`config.mk`:
```
export PLATFORM = sky130hd
export DESIGN_NAME = seg_scan_driver_flat
export DESIGN_NICKNAME = d
export VERILOG_FILES = /design/src/rtl/seg_scan_if.sv /design/src/rtl/seg_scan_driver.sv /design/src/flat_wrapper.sv
export SDC_FILE = /design/constraint.sdc
export NUM_CORES = 1
export LEC_CHECK = 0
export BUFFER_PORTS_ARGS = -buffer_cell sky130_fd_sc_hd__buf_2
export CORE_ASPECT_RATIO = 1.25
export CORE_MARGIN = 2
export CORE_UTILIZATION = 57
export CTS_CLUSTER_DIAMETER = 200
export DETAILED_ROUTE_END_ITERATION = 12
export GPL_TIMING_DRIVEN = 0
export PLACE_DENSITY = 0.78
export SLEW_MARGIN = 20
export SYNTH_ARGS = -nofsm -noshare
export SYNTH_HDL_FRONTEND = slang
export SYNTH_SLANG_ARGS = --single-unit
export TNS_END_PERCENT = 20
```
`constraint.sdc`:
```
create_clock -name clk -period 3 [get_ports clk]
set_input_delay 0.15 -clock clk [delete_from_list [all_inputs] [get_ports clk]]
set_output_delay 0.15 -clock clk [all_outputs]
set_load 0.05 [all_outputs]
```
`src/rtl/seg_scan_if.sv`:
```
// seg_scan_if: controller <-> display-driver bundle for seg_scan_driver.
// The master side (controller) supplies digits, masks and the load strobe.
// The slave side (driver) returns the segment buses, anodes and frame pulse.
interface seg_scan_if;
  logic [31:0] digits_bcd;
  logic [7:0]  digit_en;
  logic [7:0]  dp_mask;
  logic [7:0]  blink_mask;
  logic        load;
  logic [7:0]  seg_left;
  logic [7:0]  seg_right;
  logic [7:0]  an;
  logic        frame_done;

  modport master (
    output digits_bcd, digit_en, dp_mask, blink_mask, load,
    input  seg_left, seg_right, an, frame_done
  );

  modport slave (
    input  digits_bcd, digit_en, dp_mask, blink_mask, load,
    output seg_left, seg_right, an, frame_done
  );
endinterface

```
`src/rtl/seg_scan_driver.sv`:
```
// seg_scan_driver: time-multiplexed driver for eight seven-segment digits
// arranged as two groups of four (digits 7..4 on seg_left, 3..0 on seg_right).
// Digit data is captured into a pending set on load and committed to the
// active set only at a frame boundary, so a frame is never torn by an update.
// Each of the four scan positions lasts DWELL_CYCLES clocks and starts with a
// BLANK_CYCLES window where every anode and segment is off (anti-ghosting).
// Optional feature macro: SEG_BLINK_EN adds per-digit blinking with a half
// period of BLINK_FRAMES frames. Without it blink_mask is latched but unused.
module seg_scan_driver #(
  parameter int DWELL_CYCLES = 100000,
  parameter int BLANK_CYCLES = 1000,
  parameter int BLINK_FRAMES = 125
) (
  input  logic     clk,
  input  logic     rst_n,
  seg_scan_if.slave bus
);

  localparam int CW = (DWELL_CYCLES > 2) ? $clog2(DWELL_CYCLES) : 1;
  localparam logic [CW-1:0] CNT_LAST  = CW'(DWELL_CYCLES - 1);
  localparam logic [CW-1:0] CNT_ONE   = CW'(1);
  localparam logic [CW-1:0] BLANK_LIM = CW'(BLANK_CYCLES);

  // One complete set of display data; pending and active hold one each.
  typedef struct packed {
    logic [31:0] bcd;
    logic [7:0]  en;
    logic [7:0]  dp;
    logic [7:0]  blink;
  } shadow_t;

  // Team BCD-to-segment encoding: bit7=a .. bit1=g, bit0=dp; 10..15 show a dash.
  function automatic logic [7:0] seg_encode(input logic [3:0] bcd_s);
    logic [7:0] pat_s;
    case (bcd_s)
      4'd0:    pat_s = 8'hFC;
      4'd1:    pat_s = 8'h60;
      4'd2:    pat_s = 8'hDA;
      4'd3:    pat_s = 8'hF2;
      4'd4:    pat_s = 8'h66;
      4'd5:    pat_s = 8'hB6;
      4'd6:    pat_s = 8'hBE;
      4'd7:    pat_s = 8'hE0;
      4'd8:    pat_s = 8'hFE;
      4'd9:    pat_s = 8'hE6;
      default: pat_s = 8'h02;
    endcase
    return pat_s;
  endfunction

  // Full pattern for one digit: blanked when disabled or hidden by blinking.
  function automatic logic [7:0] digit_pattern(
    input logic [3:0] bcd_s,
    input logic       en_s,
    input logic       dp_s,
    input logic       hide_s
  );
    logic [7:0] pat_s;
    if (en_s && !hide_s) begin
      pat_s = seg_encode(bcd_s) | {7'b000_0000, dp_s};
    end else begin
      pat_s = 8'h00;
    end
    return pat_s;
  endfunction

  logic [CW-1:0] cnt_r;
  logic [1:0]    idx_r;
  shadow_t       pending_r;
  shadow_t       active_r;
  logic [7:0]    an_r;
  logic [7:0]    seg_left_r;
  logic [7:0]    seg_right_r;
  logic          frame_done_r;

  logic          boundary_s;
  logic          blank_s;
  shadow_t       load_set_s;
  logic [4:0]    right_base_s;
  logic [4:0]    left_base_s;
  logic [2:0]    right_sel_s;
  logic [2:0]    left_sel_s;
  logic          hide_right_s;
  logic          hide_left_s;
  logic [7:0]    an_next_s;
  logic [7:0]    seg_left_next_s;
  logic [7:0]    seg_right_next_s;

  assign boundary_s   = (cnt_r == CNT_LAST) && (idx_r == 2'd3);
  assign blank_s      = (cnt_r < BLANK_LIM);
  assign load_set_s   = '{bcd:   bus.digits_bcd,
                          en:    bus.digit_en,
                          dp:    bus.dp_mask,
                          blink: bus.blink_mask};
  assign right_base_s = {1'b0, idx_r, 2'b00};
  assign left_base_s  = {1'b1, idx_r, 2'b00};
  assign right_sel_s  = {1'b0, idx_r};
  assign left_sel_s   = {1'b1, idx_r};

`ifdef SEG_BLINK_EN
  localparam int FW = (BLINK_FRAMES > 1) ? $clog2(BLINK_FRAMES) : 1;
  localparam logic [FW-1:0] FRAME_LAST = FW'(BLINK_FRAMES - 1);
  localparam logic [FW-1:0] FRAME_ONE  = FW'(1);

  logic [FW-1:0] frame_cnt_r;
  logic          blink_phase_r;

  // Count committed frames; flip the blink phase every BLINK_FRAMES frames.
  always_ff @(posedge clk or negedge rst_n) begin
    if (!rst_n) begin
      frame_cnt_r   <= '0;
      blink_phase_r <= 1'b0;
    end else if (boundary_s) begin
      if (frame_cnt_r == FRAME_LAST) begin
        frame_cnt_r   <= '0;
        blink_phase_r <= ~blink_phase_r;
      end else begin
        frame_cnt_r   <= frame_cnt_r + FRAME_ONE;
      end
    end
  end

  assign hide_right_s = blink_phase_r & active_r.blink[right_sel_s];
  assign hide_left_s  = blink_phase_r & active_r.blink[left_sel_s];
`else
  // Blink data is captured for software visibility but never shown.
  logic unused_blink_s;
  assign unused_blink_s = ^{active_r.blink, (BLINK_FRAMES > 0)};
  assign hide_right_s   = 1'b0;
  assign hide_left_s    = 1'b0;
`endif

  // Dwell counter and scan position; idx wraps 3 -> 0 naturally in 2 bits.
  always_ff @(posedge clk or negedge rst_n) begin
    if (!rst_n) begin
      cnt_r <= '0;
      idx_r <= 2'd0;
    end else if (cnt_r == CNT_LAST) begin
      cnt_r <= '0;
      idx_r <= idx_r + 2'd1;
    end else begin
      cnt_r <= cnt_r + CNT_ONE;
    end
  end

  // Shadow sets: load fills pending; the frame boundary commits to active,
  // and a load on the boundary itself bypasses straight into active.
  always_ff @(posedge clk or negedge rst_n) begin
    if (!rst_n) begin
      pending_r <= '0;
      active_r  <= '0;
    end else begin
      if (bus.load) begin
        pending_r <= load_set_s;
      end
      if (boundary_s) begin
        active_r <= bus.load ? load_set_s : pending_r;
      end
    end
  end

  // Next output values derived from the current scan state and active set.
  always_comb begin
    an_next_s        = 8'h00;
    seg_left_next_s  = 8'h00;
    seg_right_next_s = 8'h00;
    if (blank_s) begin
      an_next_s        = 8'h00;
      seg_left_next_s  = 8'h00;
      seg_right_next_s = 8'h00;
    end else begin
      an_next_s        = 8'h11 << idx_r;
      seg_right_next_s = digit_pattern(active_r.bcd[right_base_s +: 4],
                                       active_r.en[right_sel_s],
                                       active_r.dp[right_sel_s],
                                       hide_right_s);
      seg_left_next_s  = digit_pattern(active_r.bcd[left_base_s +: 4],
                                       active_r.en[left_sel_s],
                                       active_r.dp[left_sel_s],
                                       hide_left_s);
    end
  end

  // Registered pin drivers; frame_done pulses the cycle after the boundary.
  always_ff @(posedge clk or negedge rst_n) begin
    if (!rst_n) begin
      an_r         <= 8'h00;
      seg_left_r   <= 8'h00;
      seg_right_r  <= 8'h00;
      frame_done_r <= 1'b0;
    end else begin
      an_r         <= an_next_s;
      seg_left_r   <= seg_left_next_s;
      seg_right_r  <= seg_right_next_s;
      frame_done_r <= boundary_s;
    end
  end

  assign bus.an         = an_r;
  assign bus.seg_left   = seg_left_r;
  assign bus.seg_right  = seg_right_r;
  assign bus.frame_done = frame_done_r;

endmodule
```
`src/flat_wrapper.sv`:
```
// flat-port wrapper written by rule: the top's interface ports become plain ports
module seg_scan_driver_flat 
#(
  parameter int DWELL_CYCLES = 100000,
  parameter int BLANK_CYCLES = 1000,
  parameter int BLINK_FRAMES = 125
)
  (clk, rst_n, bus_digits_bcd, bus_digit_en, bus_dp_mask, bus_blink_mask, bus_load, bus_seg_left, bus_seg_right, bus_an, bus_frame_done);
  seg_scan_if bus_i ();
  input  logic clk;
  input  logic rst_n;
  input wire logic [$bits(bus_i.digits_bcd)-1:0] bus_digits_bcd;
  input wire logic [$bits(bus_i.digit_en)-1:0] bus_digit_en;
  input wire logic [$bits(bus_i.dp_mask)-1:0] bus_dp_mask;
  input wire logic [$bits(bus_i.blink_mask)-1:0] bus_blink_mask;
  input wire logic [$bits(bus_i.load)-1:0] bus_load;
  output wire logic [$bits(bus_i.seg_left)-1:0] bus_seg_left;
  output wire logic [$bits(bus_i.seg_right)-1:0] bus_seg_right;
  output wire logic [$bits(bus_i.an)-1:0] bus_an;
  output wire logic [$bits(bus_i.frame_done)-1:0] bus_frame_done;
  assign bus_i.digits_bcd = bus_digits_bcd;
  assign bus_i.digit_en = bus_digit_en;
  assign bus_i.dp_mask = bus_dp_mask;
  assign bus_i.blink_mask = bus_blink_mask;
  assign bus_i.load = bus_load;
  assign bus_seg_left = bus_i.seg_left;
  assign bus_seg_right = bus_i.seg_right;
  assign bus_an = bus_i.an;
  assign bus_frame_done = bus_i.frame_done;
  seg_scan_driver #(.DWELL_CYCLES(DWELL_CYCLES), .BLANK_CYCLES(BLANK_CYCLES), .BLINK_FRAMES(BLINK_FRAMES)) u_core (.clk(clk), .rst_n(rst_n), .bus(bus_i));
endmodule
```
==> flow_summary_export.csv <==
group,metric,value,unit
clocking,cts_made_buffers,17,
drt,drtIter0Drc,201,
floorplanning,rows,41,
floorplanning,die_width,95.7,um
drt,met3WireLength,496,um
setup_path,cpPeakStageDelay,0.61,ns
placed_design,dpl.cell_count,618,
drt,drcViolationCount,0,
setup_path,cp_top_family,"buffers and inverters",
clocking,postCtsHoldBufs,43,
synthesis,synth.net_count,488,
clocking,cts.sinks,136,
clocking,cts_tree,"yes",
placed_design,port_buffers,74,
drt,wl_per_cell,17.6,um
timing,relSlewSlack,55.5,%
pwr,power.leakage,3.64,nW
setup_path,reg2regPathDepth,8,
clocking,post-cts-setup-buffers,0,
synthesis,syn_inst,414,
timing,drv_slew,0,
synthesis,synthArstFlopShare,100,%
setup_path,slowest_stage,"mux4_2",
timing,whs,0.0105,ns
synthesis,synth.area.top_cells,"dfrtp_1 (57%), mux2_2 (15%), mux2_4 (5.0%), mux4_2 (3.8%), ha_1 (3.1%)",
drt,dr.pass1.iters,4,
synthesis,synth_edf_count,0,
timing,fmaxAchievable,397,MHz
global_routing,grt_overflow,0,
global_routing,antenna_found_initial,0,
global_routing,grt_pass1_wl,20300,um
floorplanning,core_area,10200,um2
timing,period_minus_slack,2.52,ns
global_routing,first_global_vias,4108,
drt,top_layer,"met4",
setup_path,worstReg2RegStart,"u_core.idx_r[0]",
final_layout,multi_input_area,2390,um2
final_layout,layout.cells.non_filler,693,
setup_path,critical_path_class,"flip-flop to flip-flop",
drt,drt-met1-wl,4830,um
setup_path,timing.rr.end,"u_core.bus.seg_left[3]",
synthesis,synthFlopType,"dfrtp_1",
placed_design,pre_cts_slack,0.505,ns
final_layout,register_area,3400,um2
synthesis,ys_seq_area_share,56.8,%
setup_path,start_kind,"flip-flop",
setup_path,cp_max_fo,10,
setup_path,arrival,2.85,ns
final_layout,n_fill_cell,648,
clocking,clock_latency,0.42,ns
setup_path,rrSetupSlack,0.48,ns
timing,fin_worst_skew,0.00581,ns
final_layout,area_growth,26.8,%
setup_path,cp_cell_sequence,"buf_6 > buf_2 > mux4_2 > inv_1 > ha_1 > inv_1 > or3_1 > a21oi_1",
floorplanning,die-area,11400,um2
min_path,holdCritPathClass,"primary input to flip-flop",
drt,routed_wl,12200,um
synthesis,yosysWarnings,0,
pwr,p_per_area,562,nW/um2
setup_path,cpMostUsedCell,"inv_1",
min_path,min_from,"bus_dp_mask[1]",
timing,hold_violations,0,
timing,setup_viol,0,
run,max_cap_violations,0,
synthesis,synth_top_area_cell,"dfrtp_1",
setup_path,path_buf_inv,4,
floorplanning,die_y,119,um
synthesis,ys_ff_latch,136,
placed_design,detailed_place_hpwl,7860,um
pwr,irDropWorstVdd,453,uV
drt,vias,3768,
global_routing,grt_usage,24.1,%
clocking,cts_root_buf,"clkbuf_16",
status,run_status,"finished clean",
timing,finalSetupTns,0,ns
clocking,cts_max_path_buffers,2,
clocking,path_clk_slew,0.05,ns
final_layout,fin_nets,625,
timing,setup_slack,0.483,ns
floorplanning,start_util,59.0,%
drt,routed_via_density,5.44,
setup_path,cp.required,3.33,ns
synthesis,synth.distinct_cells,41,
final_layout,n_antenna_cell,0,
timing,finalCritPeriodShare,83.9,%
clocking,postCtsResizedCells,0,
timing,rsz0062_at_grt,"no",
synthesis,syn_area,5990,um2
drt,postRouteAntennaNets,0,
synthesis,syn_avg_cell_area,14.5,um2
synthesis,synth.top_cell.area_share,56.8,%
drt,wl_met2,6540,um
final_layout,drive_gt1_share,41.8,%
global_routing,grt_max_degree,75,
placed_design,place_congestion,0.816,
floorplanning,ios,84,
min_path,min_delay_path_depth,2,
clocking,cts_max_level,4,
setup_path,crit_path_end_kind,"flip-flop",
timing,tightestPinTransition,0.667,ns
min_path,whs_endpoint,"u_core.pending_r[9]",
power breakdown:
| part | total, W | switching [W] | leakage, nW | internal (W) |
|---|---|---|---|---|
| clock | 0.00213 | 0.000739 | 0.300 | 0.00139 |
| combinational | 0.000228 | 0.000103 | 1.56 | 0.000125 |
| sequential | 0.00192 | 0.0000164 | 1.78 | 0.00190 |
area by class of cell:
class	count	share of cell area [%]
Buffer	21	2.16
Clock buffer	24	6.47
Clock inverter	8	1.55
Inverter	10	0.494
Multi-Input combinational cell	247	31.4
Sequential cell	136	44.8
Tap cell	129	2.12
Timing Repair Buffer	118	11.0
routing by layer:
| metal | GRT usage, % | vias up |
|---|---|---|
| met5 | 0 | - |
| met4 | 11.0 | 0 |
| met3 | 5.67 | 28 |
| met2 | 40.0 | 93 |
| met1 | 29.4 | 1922 |
| li1 | - | 1725 |
cells in the mapped netlist (7+ instances only):
cell type and number:
dfrtp_1 136, mux2_2 78, mux2_4 20, ha_1 15, nand2_1 15, nor2_1 14
a21oi_1 13, inv_1 10, mux4_2 10, xnor2_1 10, o21ai_0 9, buf_4 8
mux2i_1 7, nand3_1 7
worst max path at each step:
stage / to / slack, ns / startpoint / depth (start not counted)
after floorplan: u_core.bus.seg_left[3] / 0.82 / u_core.idx_r[0] / 8
after global placement: u_core.pending_r[41] / 0.12 / rst_n / 1
after detailed placement: u_core.bus.seg_left[3] / 0.50 / u_core.idx_r[0] / 8
after CTS: u_core.bus.seg_left[3] / 0.46 / u_core.idx_r[0] / 8
after global routing: u_core.bus.seg_left[3] / 0.31 / u_core.idx_r[0] / 8
final: u_core.bus.seg_left[3] / 0.48 / u_core.idx_r[0] / 8
cells in the final DEF (no fill, tap or decap), types with 2 or more instances in the layout:
master         count
buf_4              8
mux4_2            10
nand2_1           15
and3_1             3
ha_1              15
o21ai_0            9
nor3_4             2
a21oi_1           13
clkbuf_16         17
o211ai_1           4
nor2_1            14
mux2i_1            7
xnor2_1           10
and4_1             3
mux2_1             2
nand3_1            7
mux2_2            78
buf_6              2
clkbuf_1           6
or3_1              4
xor2_1             4
nor3_1             3
buf_12             2
clkbuf_8           4
inv_1             10
dlygate4sd3_1     43
mux2_4            20
clkinv_2           4
nand4_1            4
nor2b_1            3
and2_1             5
dfrtp_1          136
bufinv_16          3
buf_2             79
sequential cells by signal, indices dropped and copies added (netlist names):
register / flops
u_core.active_r: 48
u_core.pending_r: 48
u_core.cnt_r: 17
u_core.bus.seg_left: 8
u_core.bus.seg_right: 8
u_core.bus.an: 4
u_core.idx_r: 2
u_core.bus.frame_done: 1
cells by family after synthesis:
family | share of synthesized area (%)
compound gates | 2.61
xor+xnor | 2.05
fa+ha+maj | 3.13
buf+inv | 3.36
flops | 56.8
mux | 25.0
simple gates | 7.10
stage by stage:
step / power (W) / utilization (%) / instance area [um2]
finish: 0.00427 / 74.8 / 7600
global route: 0.00441 / 74.8 / 7600
CTS: 0.00430 / 74.8 / 7600
detailed placement: 0.00213 / 64.6 / 6560
global placement: 0.00212 / 64.2 / 6530
floorplan: 0.00203 / - / 5990
Power figures use the tool's default switching activity.
